[src/rtl/arb_requester.sv]
// arb_requester: per-channel job queue, request driver and fixed-length burst engine for a 4-way arbiter.
// Define ARB_REQ_TIMEOUT_EN to add the starvation watchdog and its timeout port.
module arb_requester #(
    parameter int DEPTH          = 3,
    parameter int BURST_LEN      = 4,
    parameter int TIMEOUT_CYCLES = 32
) (
    input  logic       clk,
    input  logic       rst,
    input  logic [3:0] push,
    output logic [3:0] push_ready,
    output logic [3:0] out_request,
    input  logic [3:0] in_grant,
    output logic       xfer_valid,
    output logic [1:0] xfer_chan,
    output logic       xfer_last,
    output logic       grant_err
`ifdef ARB_REQ_TIMEOUT_EN
    ,
    output logic       timeout
`endif
);
    localparam int PW = $clog2(DEPTH + 1);
    localparam int BW = BURST_LEN > 1 ? $clog2(BURST_LEN) : 1;

    if (DEPTH < 1 || DEPTH > 15 || BURST_LEN < 1 || BURST_LEN > 16 || TIMEOUT_CYCLES < 1) begin : g_bad_param
        $error("arb_requester: parameter out of range");
    end

    typedef enum logic [1:0] {IDLE, XFER, RELEASE} state_t;
    state_t        state, state_nxt;
    logic [1:0]    owner;
    logic [BW-1:0] beat;
    logic [PW-1:0] pending [4];
    logic [3:0]    inc, dec, req_nxt;
    logic          grant_match, grant_ok, grant_bad, last;

    assign grant_match = $onehot(in_grant) && |(in_grant & out_request);
    assign grant_ok    = state == IDLE && grant_match;
    assign grant_bad   = state == IDLE && |in_grant && !grant_match;
    assign last        = beat == BW'(BURST_LEN - 1);
    assign inc         = push & push_ready;
    assign dec         = (state == XFER && last) ? 4'b0001 << owner : 4'b0000;

    always_ff @(posedge clk or posedge rst) begin
        if (rst) state <= IDLE;
        else     state <= state_nxt;
    end

    always_comb begin
        state_nxt = state == IDLE ? (grant_ok ? XFER : IDLE)
                  : state == XFER ? (last ? RELEASE : XFER)
                  : IDLE;
    end

    always_comb begin
        xfer_valid = state == XFER;
        xfer_chan  = xfer_valid ? owner : 2'd0;
        xfer_last  = xfer_valid && last;
    end

    // Request follows the registered count; the owner's bit drops for the RELEASE cycle.
    always_comb begin
        req_nxt = 4'b0000;
        for (int i = 0; i < 4; i++) begin
            push_ready[i] = pending[i] < PW'(DEPTH);
            req_nxt[i]    = pending[i] != '0 && !(state_nxt == RELEASE && owner == 2'(i));
        end
    end

    always_ff @(posedge clk or posedge rst) begin
        if (rst) begin
            owner       <= 2'd0;
            beat        <= '0;
            grant_err   <= 1'b0;
            out_request <= 4'b0000;
            for (int i = 0; i < 4; i++) pending[i] <= '0;
        end else begin
            if (grant_ok) begin
                owner <= {in_grant[3] | in_grant[2], in_grant[3] | in_grant[1]};
                beat  <= '0;
            end else if (state == XFER) begin
                beat <= beat + BW'(1);
            end
            if (grant_bad) grant_err <= 1'b1;
            out_request <= req_nxt;
            for (int i = 0; i < 4; i++) pending[i] <= pending[i] + PW'(inc[i]) - PW'(dec[i]);
        end
    end

`ifdef ARB_REQ_TIMEOUT_EN
    localparam int TW = $clog2(TIMEOUT_CYCLES + 1);
    logic [TW-1:0] tcnt;
    logic          starving;

    assign starving = state == IDLE && |out_request && !grant_ok;

    always_ff @(posedge clk or posedge rst) begin
        if (rst) begin
            tcnt    <= '0;
            timeout <= 1'b0;
        end else begin
            timeout <= 1'b0;
            if (grant_ok) begin
                tcnt <= '0;
            end else if (starving) begin
                tcnt    <= tcnt == TW'(TIMEOUT_CYCLES - 1) ? '0 : tcnt + TW'(1);
                timeout <= tcnt == TW'(TIMEOUT_CYCLES - 1);
            end
        end
    end
`endif
endmodule

[config.mk]
export PLATFORM = sky130hd
export DESIGN_NAME = arb_requester
export DESIGN_NICKNAME = d
export VERILOG_FILES = /design/src/rtl/arb_requester.sv
export SDC_FILE = /design/constraint.sdc
export NUM_CORES = 1
export LEC_CHECK = 0
export CELL_PAD_IN_SITES_DETAIL_PLACEMENT = 1
export CELL_PAD_IN_SITES_GLOBAL_PLACEMENT = 2
export CORE_MARGIN = 10
export CORE_UTILIZATION = 35
export DETAILED_ROUTE_END_ITERATION = 10
export DONT_BUFFER_PORTS = 1
export HOLD_SLACK_MARGIN = 0.12
export PLACE_DENSITY_LB_ADDON = 0.1
export SYNTH_ARGS = -nofsm -noshare
export SYNTH_HDL_FRONTEND = slang
export SYNTH_SLANG_ARGS = --single-unit
[constraint.sdc]
create_clock -name clk -period 2.2 [get_ports clk]
set_clock_uncertainty 0.05 [all_clocks]
set_input_delay 0.11 -clock clk [delete_from_list [all_inputs] [get_ports clk]]
set_output_delay 0.11 -clock clk [all_outputs]
set_load 0.02 [all_outputs]
[After elaboration in Yosys (flattened, before gate mapping)]
Index checks and enable logic that the tools add are counted.
Storage, ports and cells
  register bits: 19
  latch bits: 0
  memory bits (writable): 0
  memory bits (read-only): 0
  input bits: 10
  output and inout port bits: 13
  word-level logic and storage cells: 72
  memories kept: 0
Operators by class
  $add $sub $neg: 12
  multiply operators: 0
  div/mod/pow operators: 0
  order comparisons: 4
  eq/ne operators: 7
  shifts and indexed selects: 1
  multiplexer cells: 8
  bitwise logic cells: 4
  reductions and logical operators: 27
Operators by type and width (count)
  $logic_and 1x1->1: 13
  $mux 2: 6
  $reduce_bool 2->1: 5
  $add 2x1->2: 4
  $and 4x4->4: 2
  $eq 2x2->1 const B: 4
  $lt 2x2->1 const B: 4
  $reduce_or 4->1: 2
  $sub 2x1->2: 4
  $logic_not 1->1: 5
  $add 1x1->2: 2
  $eq 2x1->1 const B: 2
  $logic_not 2->1: 2
  $mux 4: 1
  $shl 1x2->4 const A: 1
  $add 2x2->3: 1
  $eq 3x1->1 const B: 1
  $add 2x1->2 const B: 1
  $or 1x1->1: 2
  $mux 1: 1

[Depth between registers and ports, before layout]
Gate-level depths: netlist (run 1).
  depth after elaboration: 11
  mapped depth: 8
  depth with buffers taken out: 8

[Worst setup path after synthesis (run 1)]
OpenSTA, ideal clock, no wires.
  kind: input to register
  from: in in_grant[0]
  to: reg owner[0]
  setup time: 79 ps
  arrival: 1855 ps
  required time: 2071 ps
  setup slack: 216 ps
  stages: 8
  buffers on the path: 0
  cells stage by stage: inv_1 > fa_1 > inv_1 > ha_1 > ha_1 > nor4_2 > o211a_4 > mux2i_1
Between the ends
  cells in the longest elaborated chain, start to end: 5
  elaborated cells between the ends (all ways): 7
  classes of those cells: add/sub (2); eq/ne (1); bitwise (1); reduce/logical (3)
Ends and longest elaborated chain
  from (decl): RTL line 13  | input logic [3:0] in_grant,
  $add 1x1->2 (implied by the code): RTL line 38  | assign grant_match = $onehot(in_grant) && |(in_grant & out_request);
  $add 2x2->3 (implied by the code): RTL line 38
  $eq 3x1->1: RTL line 38
  $logic_and 1x1->1 (*): RTL line 38
  $logic_and 1x1->1 (*): RTL line 39  | assign grant_ok = state == IDLE && grant_match;
  to (signal assigned): RTL line 80  | owner <= {in_grant[3] | in_grant[2], in_grant[3] | in_grant[1]};
  to (decl): RTL line 32  | logic [1:0] owner;
Every way passes the cells marked *; elsewhere a longest branch is shown, timed or not.
A chain may end at the register's enable or synchronous reset.

[Worst setup path after layout (run 1)]
  from: reg beat[0]
  to: reg pending[7] (netlist bit)
Between the ends
  cells in the longest elaborated chain, start to end: 4
Ends and longest elaborated chain
  from (decl): RTL line 33  | logic [BW-1:0] beat;
  from (signal assigned): RTL line 83  | beat <= beat + BW'(1);
  $eq 2x2->1: RTL line 41  | assign last = beat == BW'(BURST_LEN - 1);
  $logic_and 1x1->1: RTL line 43  | assign dec = (state == XFER && last) ? 4'b0001 << owner : 4'b0000;
  $mux 4: RTL line 43
  $sub 2x1->2: RTL line 87  | for (int i = 0; i < 4; i++) pending[i] <= pending[i] + PW'(inc[i]) - PW'(dec[i]);
  to (decl): RTL line 34  | logic [PW-1:0] pending [4];
No other way between the ends.

==> results of run 1 <==
## critical path, delay by kind of cell (launching register included)
family | cells | cell delay [ns]
xor+xnor | 2 | 0.28
fa+ha+maj | 3 | 0.62
buf+inv | 1 | 0.06
flops | 1 | 0.38
simple gates | 2 | 0.56
## state kept, by name (all words and copies together) (netlist names)
| signal | cells |
|---|---|
| out_request | 4 |
| owner | 2 |
| beat | 2 |
| state | 2 |
| grant_err | 1 |
| pending | 8 |
## per-layer routing
layer | routed length (um) | track usage (%) | share of wire, %
met3 | 88 | 2.96 | 4.3
met4 | 13 | 1.86 | 0.64
met5 | 0 | 0 | 0
met1 | 818 | 9.25 | 40
met2 | 1110 | 14.3 | 55
## cells in the final DEF (no fill, tap or decap), types with 3 or more instances in the layout
master         count
xnor2_1            8
clkbuf_4           3
nor3_1             3
nor2_1            11
ha_1              12
dlygate4sd3_1      4
inv_1             15
dfrtp_1           19
nand2_1           11
## synth_stat cells, drive strengths merged
master | instances | area, um^2
o21ai | 2 | 10.0
nand2b | 2 | 12.5
o21bai | 1 | 7.51
nor4 | 1 | 12.5
nand3b | 1 | 7.51
o32a | 1 | 10.0
nand2 | 11 | 41.3
dfrtp | 19 | 475
ha | 12 | 150
a22o | 2 | 17.5
mux2i | 2 | 20.0
inv | 15 | 56.3
xnor2 | 8 | 70.1
o211ai | 1 | 7.51
a211oi | 1 | 7.51
a21o | 1 | 7.51
nor2 | 11 | 41.3
fa | 1 | 20.0
nor3 | 4 | 25.0
o211a | 1 | 17.5
## layout make-up
class / instances / area, um^2 / share of cell area, %
multi-input combinational: 63 / 485 / 43.3
tap: 31 / 38.8 / 3.46
clock buffer: 4 / 26.3 / 2.34
timing repair buffer: 4 / 40.0 / 3.57
inverter: 15 / 56.3 / 5.02
sequential: 19 / 475 / 42.4
## power by group
group          total [uW]  internal (uW)  leakage [uW]  switching [uW]
registers             687            511      0.000215             176
logic                 591            227      0.000327             364
clock network         173           70.5     0.0000150             102
total                1450            809      0.000556             643
## kinds of logic after synthesis
kind of cell	after synthesis
xor gates and xnor gates	8
muxes	2
DFF	19
buffers and inverters	15
AOI/OAI and AO/OA	10
adders and majority gates	13
and+or+nand+nor	30
## through the flow
step	total power, uW	cells	util (%)
floorplan	1160	97	-
global placement	1270	128	38.3
detailed placement	1310	128	38.3
CTS	1490	136	40.7
global route	1590	136	40.7
finish	1450	136	40.7
## what timing repair did
| item | CTS | global route |
|---|---|---|
| buffers inserted | 0 | 0 |
| hold endpoints to repair | 21 | 0 |
| hold buffers | 4 | 0 |
## worst paths after layout
path                       startpoint    endpoint  slack (ns)  cells past startpoint
hold / removal                push[3]  pending[1]        0.17                      4
min in group asynchronous         rst  pending[2]        0.31                      2
setup reg to reg              beat[0]  pending[7]        0.17                      8
hold reg to reg            pending[3]  pending[3]        0.45                      1
setup / recovery              beat[0]  pending[7]        0.17                      8
max in group asynchronous         rst    state[0]        1.32                      2
==> flow_summary_export.csv, run 1 <==
group,metric,value,unit
clock_network,h-tree-depth,1,
grt,grt_pass1_wl,3.57,mm
layout,area_delta_synth_final,10.3,%
synth,yosys.area_share.simple,13.8,%
placed_design,dp_hpwl,1.73,mm
outcome,status,"completed",
clock_network,cts_tree,"built",
grt,grt_pass1_vias,759,
clock_network,clockRootBuffer,"clkbuf_4",
die,coreArea,2760,um^2
clock_network,cts.clk_slew.worst_paths,0.11,ns
synth,synth_xor_area_share,6.89,%
critical_path,critPathMaxFanout,7,
synth,synthesis.area,1020,um^2
clock_network,clk_path_buf_depth,2,
detailed_routing,first_pass_iters,3,
die,io_pins,23,
synth,seq_area_frac_synth,46.7,%
timing,period_minus_slack,2.03,ns
critical_path,slowest_delay,0.38,ns
placed_design,portBuffers,0,
detailed_routing,avgRoutedWirePerCell,15.0,um
synth,synth_top_family_by_area,"adder cells",
layout,fin_area,1120,um^2
timing,relSlewSlack,51.3,%
layout,n_fill_cell,332,
detailed_routing,post-route-drc-count,0,
critical_path,crit_path_top_delay_cell,"dfrtp_1",
detailed_routing,antenna_left,0,
grt,gr-usage-all-layers,8.18,%
timing,fmax,0.493,GHz
grt,antenna_found_initial,0,
placed_design,placed_area,1060,um^2
power,leakagePower,0.000556,uW
clock_network,cts_buffers,3,
timing,hold_viol_final,0,
timing,holdWs,0.173,ns
grt,grt_max_degree,20,
synth,synthAdderAreaFrac,16.7,%
power,p_per_area,1290,nW/um^2
clock_network,cts-resized-gates,0,
critical_path,cpMostUsedCell,"ha_1",
synth,yosysUniqueCellTypes,21,
detailed_routing,drt_iter0_markers,15,
die,start_util,36.9,%
timing,post-route-period-util,92.2,%
synth,synth.area.mux_share,1.97,%
critical_path,crit_path_cell_trace,"ha_1 -> nand3b_1 -> nor3_1 -> ha_1 -> inv_1 -> ha_1 -> xnor2_1 -> xnor2_1",
critical_path,startpoint_type,"flip-flop",
timing,worst_pin_slew,0.730,ns
detailed_routing,vias,681,
layout,final_nets,129,
clock_network,cts_num_sinks,19,
synth,ys_seq_elements,19,
power,ir_worst_vdd,0.653,mV
critical_path,crit_type,"flip-flop to flip-flop",
grt,grt-ovfl-total,0,
die,dieArea,5460,um^2
timing,tns,0,ns
critical_path,cp.required,2.37,ns
critical_path,worstPathArrival,2.20,ns
critical_path,endpoint_kind,"flip-flop",
synth,synth-compound-area-share,8.36,%
placed_design,globalplace.congestion,0.749,
layout,antenna_cells,0,
detailed_routing,wirelength,2.04,mm
die,num_rows,19,
timing,rsz0062_at_grt,"no",
synth,syn_inst,97,
synth,yosys_warnings,0,
timing,drv_slew,0,
synth,avgSynthCellArea,10.5,um^2
clock_network,insertion_delay,0.29,ns
timing,finalWorstSetupSlack,0.171,ns
min_path,hold_class,"input port to flip-flop",
die,dieHeight,73.9,um
timing,finalSetupViolations,0,
placed_design,pre_cts_slack,0.103,ns
detailed_routing,viasPerCell,5.01,
die,dieWidth,73.9,um
layout,drive_gt1_share,5.71,%
synth,syn-num-nets,120,
flow_run,maxCapViolCount,0,
Note: power is estimated with default switching activity, not from simulation.
==> run 2, diff against run 1 <==
- CORE_UTILIZATION: 35 -> 34
- clock period: 2.2 -> 1.8 ns (I/O delays scaled with it)
==> run 2 against run 1 <==
  * The run now ends with negative setup slack left
  * Maximum frequency is 11% higher
  * Core utilization is 4.4 points higher
  * Clock power is 27% higher
  * First-iteration DRC count grew to 3.1 times the previous value
  * Worst setup slack worse by 0.21 ns
  * Sequential power is 23% higher
  * Hold slack worse by 0.028 ns
  * Wire length is 7.4% higher
  * Die area is 2.1% higher
  * Register-to-register slack worse by 0.21 ns
  * Critical path type unchanged
  * Largest power group is now combinational cells
==> flow_summary_export.csv, run 2 (synthesis gave the netlist of run 1 again) <==
group,metric,value,unit
layout,final_common_cell,"dfrtp_1",
critical_path,reg2reg_slack,-0.03,ns
power,ir_worst_vdd,0.722,mV
critical_path,endpoint_kind,"flip-flop",
layout,largestRegisters,"pending x8, out_request x4",
die,start_util,36.3,%
power,p_seq_share,42.8,%
detailed_routing,post-route-drc-count,0,
clock_network,cts_num_sinks,19,
clock_network,clk_path_buf_depth,2,
critical_path,cp_num_buf_inv,2,
layout,regArea,475,um^2
die,coreArea,2810,um^2
die,dieArea,5580,um^2
die,dieWidth,74.7,um
timing,tns,-0.0437,ns
grt,grt-ovfl-total,0,
layout,n_fill_cell,315,
critical_path,cpMostUsedCell,"ha_2",
placed_design,pre_cts_slack,-0.148,ns
critical_path,critical_path.top_delay_family,"adder cells",
die,dieHeight,74.7,um
critical_path,reg2reg_from,"beat[0]",
critical_path,worstPathArrival,2.01,ns
layout,multi_input_area,541,um^2
timing,hold_viol_final,0,
placed_design,globalplace.congestion,0.688,
critical_path,critPathMaxFanout,6,
grt,grt_pass1_wl,3.66,mm
grt,gr-usage-all-layers,8.56,%
flow_run,maxCapViolCount,0,
power,netSwitchingFraction,43.6,%
critical_path,crit_path_top_delay_cell,"dfrtp_1",
die,num_rows,19,
power,internal-power,1110,uW
grt,antenna_found_initial,0,
power,p_sw,860,uW
clock_network,clockRootBuffer,"clkbuf_4",
critical_path,crit_path_cell_trace,"ha_2 -> nand3b_1 -> buf_6 -> nor3_4 -> ha_1 -> inv_1 -> ha_2 -> xnor2_2 -> xnor2_1",
clock_network,h-tree-depth,1,
detailed_routing,vias,709,
timing,finalSetupViolations,3,
detailed_routing,avgRoutedWirePerCell,14.9,um
outcome,failed_checks,"negative setup slack",
power,p_clk_share,11.2,%
timing,drv_slew,0,
critical_path,slowest_delay,0.38,ns
layout,fin_util,45.0,%
critical_path,cp-startpoint,"beat[0]",
critical_path,crit_end,"pending[7]",
detailed_routing,drt_iter0_markers,46,
critical_path,reg2regPathDepth,9,
layout,regMostFlops,"pending",
layout,final_cell_mix,"19 x dfrtp_1, 15 x inv_1, 11 x nor2_1, 11 x nand2_1, 10 x buf_4",
timing,period_minus_slack,1.83,ns
clock_network,insertion_delay,0.30,ns
detailed_routing,first_pass_iters,2,
power,pwr-share-comb,46.0,%
timing,fmax,0.545,GHz
grt,grt_max_degree,20,
die,io_pins,23,
timing,finalWorstSetupSlack,-0.0341,ns
detailed_routing,antenna_left,0,
layout,drive_gt1_share,23.3,%
detailed_routing,wirelength,2.19,mm
timing,rsz0062_at_grt,"yes",
detailed_routing,viasPerCell,4.82,
critical_path,crit_cells,9,
timing,post-route-period-util,102,%
min_path,min_from,"push[3]",
outcome,status,"finished, violations left",
power,leakagePower,0.000621,uW
layout,antenna_cells,0,
clock_network,cts_buffers,3,
grt,grt_pass1_vias,775,
clock_network,cts_tree,"built",
placed_design,dp_hpwl,1.73,mm
critical_path,startpoint_type,"flip-flop",
critical_path,cp.required,1.98,ns
min_path,hold_class,"input port to flip-flop",
timing,relSlewSlack,49.2,%
placed_design,portBuffers,0,
layout,largest_reg_flops,8,
power,p_per_area,1560,nW/um^2
timing,worst_pin_slew,0.761,ns
clock_network,cts.clk_slew.worst_paths,0.11,ns
critical_path,r2r_end,"pending[7]",
critical_path,crit_type,"flip-flop to flip-flop",
layout,final_nets,140,
layout,area_delta_synth_final,24.2,%
==> run 2: cell count changes in the layout (fill, tap and decap cells not counted), sizes merged <==
cell and delta:
buf +11
==> run 2: routing by layer <==
metal	part of all wire, %	global-route usage, %
met3	7.3	4.34
met1	40	9.03
met4	0.59	1.89
met5	0	0
met2	52	15.0
==> run 2: repair_timing <==
item,in CTS,in global routing
pin swaps,3,6
hold endpoints to repair,21,0
resized for setup,4,7
cloned,0,0
hold buffers,4,0
setup buffers,1,0
setup endpoints to repair,5,4
==> run 2: power groups by stage <==
stage | sequential, uW | combinational, uW | clock [uW]
after floorplan | 800 | 616 | 0
after global placement | 830 | 860 | 0
after detailed placement | 837 | 872 | 0
after CTS | 836 | 903 | 229
after global routing | 871 | 1030 | 261
final | 845 | 909 | 220
==> run 2: cell type report <==
class	instances	area share, %
Timing Repair Buffer	15	10.0
Inverter	15	4.46
Tap cell	31	3.07
Multi-Input combinational cell	63	42.8
Clock buffer	4	2.08
Sequential cell	19	37.6
==> run 2: how the worst min path moves through the flow <==
stage,endpoint,slack (ns),depth (start not counted)
CTS,pending[1],0.15,4
detailed placement,pending[2],0.10,1
global route,pending[1],0.15,4
global placement,pending[0],0.09,1
floorplan,beat[0],-0.009,1
finish,pending[1],0.15,4
==> run 2: metrics by stage <==
stage	cells	cell area [um^2]	hold WS, ns	total power (uW)
floorplan	97	1020	-0.00887	1420
global placement	138	1140	0.0918	1690
detailed placement	138	1140	0.103	1710
CTS	147	1230	0.148	1970
global route	147	1260	0.149	2160
finish	147	1260	0.145	1970
==> run 2: worst reg2reg max path: stages, from the launching register on <==
cell,delay [ns]
dfrtp_1,0.38
ha_2,0.18
nand3b_1,0.10
buf_6,0.16
nor3_4,0.14
ha_1,0.26
inv_1,0.06
ha_2,0.18
xnor2_2,0.12
xnor2_1,0.14
==> run 3, diff against run 2 <==
- ABC_AREA: default -> 1
- CORE_UTILIZATION: 34 -> 33
- CTS_CLUSTER_SIZE: default -> 25
- PLACE_DENSITY: default -> 0.76
- PLACE_DENSITY_LB_ADDON: 0.1 -> default
==> run 3 against run 2 <==
  * The run now ends clean
  * Cell area decreased by 0.20%
  * Cell count increased by 16%
  * Maximum frequency up 8.8%
  * Core utilization down 3.7 points
  * Combinational power down 2.4%
  * Clock power about the same
  * Synthesized cell count up 14%
  * Critical path type unchanged
  * Critical endpoint is now pending[1]
==> flow_summary_export.csv, run 3 <==
group,metric,value,unit
layout,area_delta_synth_final,19.3,%
synth,yosys.area.top_type_share,45.0,%
power,p_per_area,1560,nW/um^2
min_path,hold_class,"input port to flip-flop",
synth,yosysUniqueCellTypes,17,
timing,relSlewSlack,52.3,%
placed_design,dp_hpwl,1.80,mm
layout,final_nets,150,
die,dieHeight,76.6,um
detailed_routing,wirelength,2.18,mm
synth,synthesis.area,1060,um^2
timing,finalWorstSetupSlack,0.115,ns
flow_run,maxCapViolCount,0,
critical_path,startpoint_type,"flip-flop",
clock_network,cts_num_sinks,19,
critical_path,endpoint_kind,"flip-flop",
critical_path,worstPathArrival,1.87,ns
critical_path,crit_type,"flip-flop to flip-flop",
layout,antenna_cells,0,
power,leakagePower,0.000629,uW
clock_network,clockRootBuffer,"clkbuf_4",
synth,yosysMostFrequentCell,"nand2_1",
layout,final_common_cell,"nand2_1",
outcome,status,"completed",
critical_path,reg2reg_slack,0.12,ns
die,io_pins,23,
timing,drv_slew,0,
layout,regMostFlops,"pending",
layout,drive_gt1_share,19.8,%
layout,largest_reg_flops,8,
detailed_routing,post-route-drc-count,0,
timing,holdWs,0.135,ns
clock_network,insertion_delay,0.30,ns
synth,yosys_warnings,0,
clock_network,cts.clk_slew.worst_paths,0.11,ns
clock_network,cts_post_setup_buffers_inserted,0,
placed_design,dp_cells,162,
placed_design,pre_cts_slack,-0.106,ns
grt,grt-ovfl-total,0,
synth,seq_area_frac_synth,45.0,%
grt,grt_max_degree,20,
layout,final_cell_mix,"22 x nand2_1, 19 x dfrtp_1, 14 x nor2_1, 14 x inv_1, 11 x ha_1",
layout,largestRegisters,"pending x8, out_request x4",
synth,ys_top_cells_by_count,"22 x nand2_1, 19 x dfrtp_1, 15 x inv_1, 14 x nor2_1, 12 x ha_1",
timing,rsz0062_at_grt,"yes",
synth,yosysTopAreaCell,"dfrtp_1",
detailed_routing,viasPerCell,4.50,
clock_network,cts_tree,"built",
synth,avgSynthCellArea,9.52,um^2
die,dieArea,5870,um^2
detailed_routing,drt_iter0_markers,19,
power,power,1970,uW
placed_design,globalplace.congestion,0.682,
timing,finalSetupViolations,0,
grt,gr-usage-all-layers,8.18,%
layout,final_cells,170,
timing,fmax,0.593,GHz
synth,syn-num-nets,134,
die,coreArea,3050,um^2
grt,grt_pass1_vias,861,
clock_network,clk_path_buf_depth,2,
timing,period_minus_slack,1.68,ns
detailed_routing,first_pass_iters,3,
grt,antenna_found_initial,0,
detailed_routing,vias,765,
synth,synth_ff_type,"dfrtp_1",
power,ir_worst_vdd,0.529,mV
die,dieWidth,76.6,um
clock_network,h-tree-depth,1,
layout,fin_util,41.3,%
synth,synth_edf_count,0,
synth,synth-async-reset-ratio,100,%
synth,syn_inst,111,
critical_path,critPathMaxFanout,4,
timing,hold_viol_final,0,
detailed_routing,avgRoutedWirePerCell,12.8,um
synth,ys_seq_elements,19,
grt,grt_pass1_wl,3.99,mm
timing,post-route-period-util,93.6,%
detailed_routing,antenna_left,0,
die,num_rows,20,
critical_path,cp.required,1.98,ns
clock_network,cts_buffers,3,
timing,worst_pin_slew,0.715,ns
synth,yosys-top-cells-area,"dfrtp_1 45%, ha_1 14%, nand2_1 7.8%",
die,start_util,34.6,%
placed_design,portBuffers,0,
[run 3: cell count changes after synthesis, moves of 2 or more]
cell	before	now
mux2i_1	2	0
nand2_1	11	22
inv_2	0	4
nand2b_1	2	0
nor3_1	3	0
nor2_1	11	14
a22o_1	2	0
nand3_1	0	3
nor3_2	1	4
[run 3: report_power, final]
group          internal, uW  switching (uW)  total, uW
logic                   360             527        887
clock network          86.4             133        219
registers               626             241        867
[run 3: cell type report]
class                   count  area, um^2
inverters                  19        73.8
multi-input cells          73         538
clock buffers               4        26.3
well taps                  44        55.1
flip-flops and latches     19         475
fillers                   376        1790
repair buffers             11        92.6
[run 3: final timing paths]
path                             start          to  cells after the start
setup / recovery               beat[0]  pending[1]                      9
hold / removal             in_grant[0]   grant_err                      7
setup reg to reg               beat[0]  pending[1]                      9
hold reg to reg                beat[1]     beat[1]                      2
max in group asynchronous          rst    state[1]                      2
min in group asynchronous          rst  pending[4]                      2
[run 3: cell families after synthesis]
kind of cell / Yosys count / share of synthesized area, %
simple gates: 49 / 24.1
buf+inv: 19 / 6.74
flops: 19 / 45.0
fa+ha+maj: 13 / 16.1
xor+xnor: 8 / 6.63
compound gates: 3 / 1.42
[run 3: through the flow]
step	cell area [um^2]	TNS, ns
finish	1260	0
global route	1260	-0.0111
CTS	1230	0
detailed placement	1160	-0.397
global placement	1160	-0.235
floorplan	1060	0
[run 3: worst max-delay path: stages, from the launching register on]
cell	delay, ns
dfrtp_1	0.39
ha_2	0.20
inv_2	0.05
nor2_4	0.13
inv_4	0.08
nor3_4	0.13
ha_1	0.25
inv_1	0.06
ha_1	0.16
xnor2_1	0.12
[run 3: metal layers]
layer	global-route usage (%)	up-vias	wire [um]
met2	13.5	17	1070
met4	2.23	0	36
li1	-	369	-
met3	3.30	5	144
met1	9.52	374	926
met5	0	-	0
[run 3: repair_timing]
| action | in CTS | in global routing |
|---|---|---|
| gates resized for setup | 0 | 7 |
| endpoints found under the hold margin | 22 | 0 |
| hold buffers | 4 | 0 |
| setup endpoints to repair | 0 | 8 |
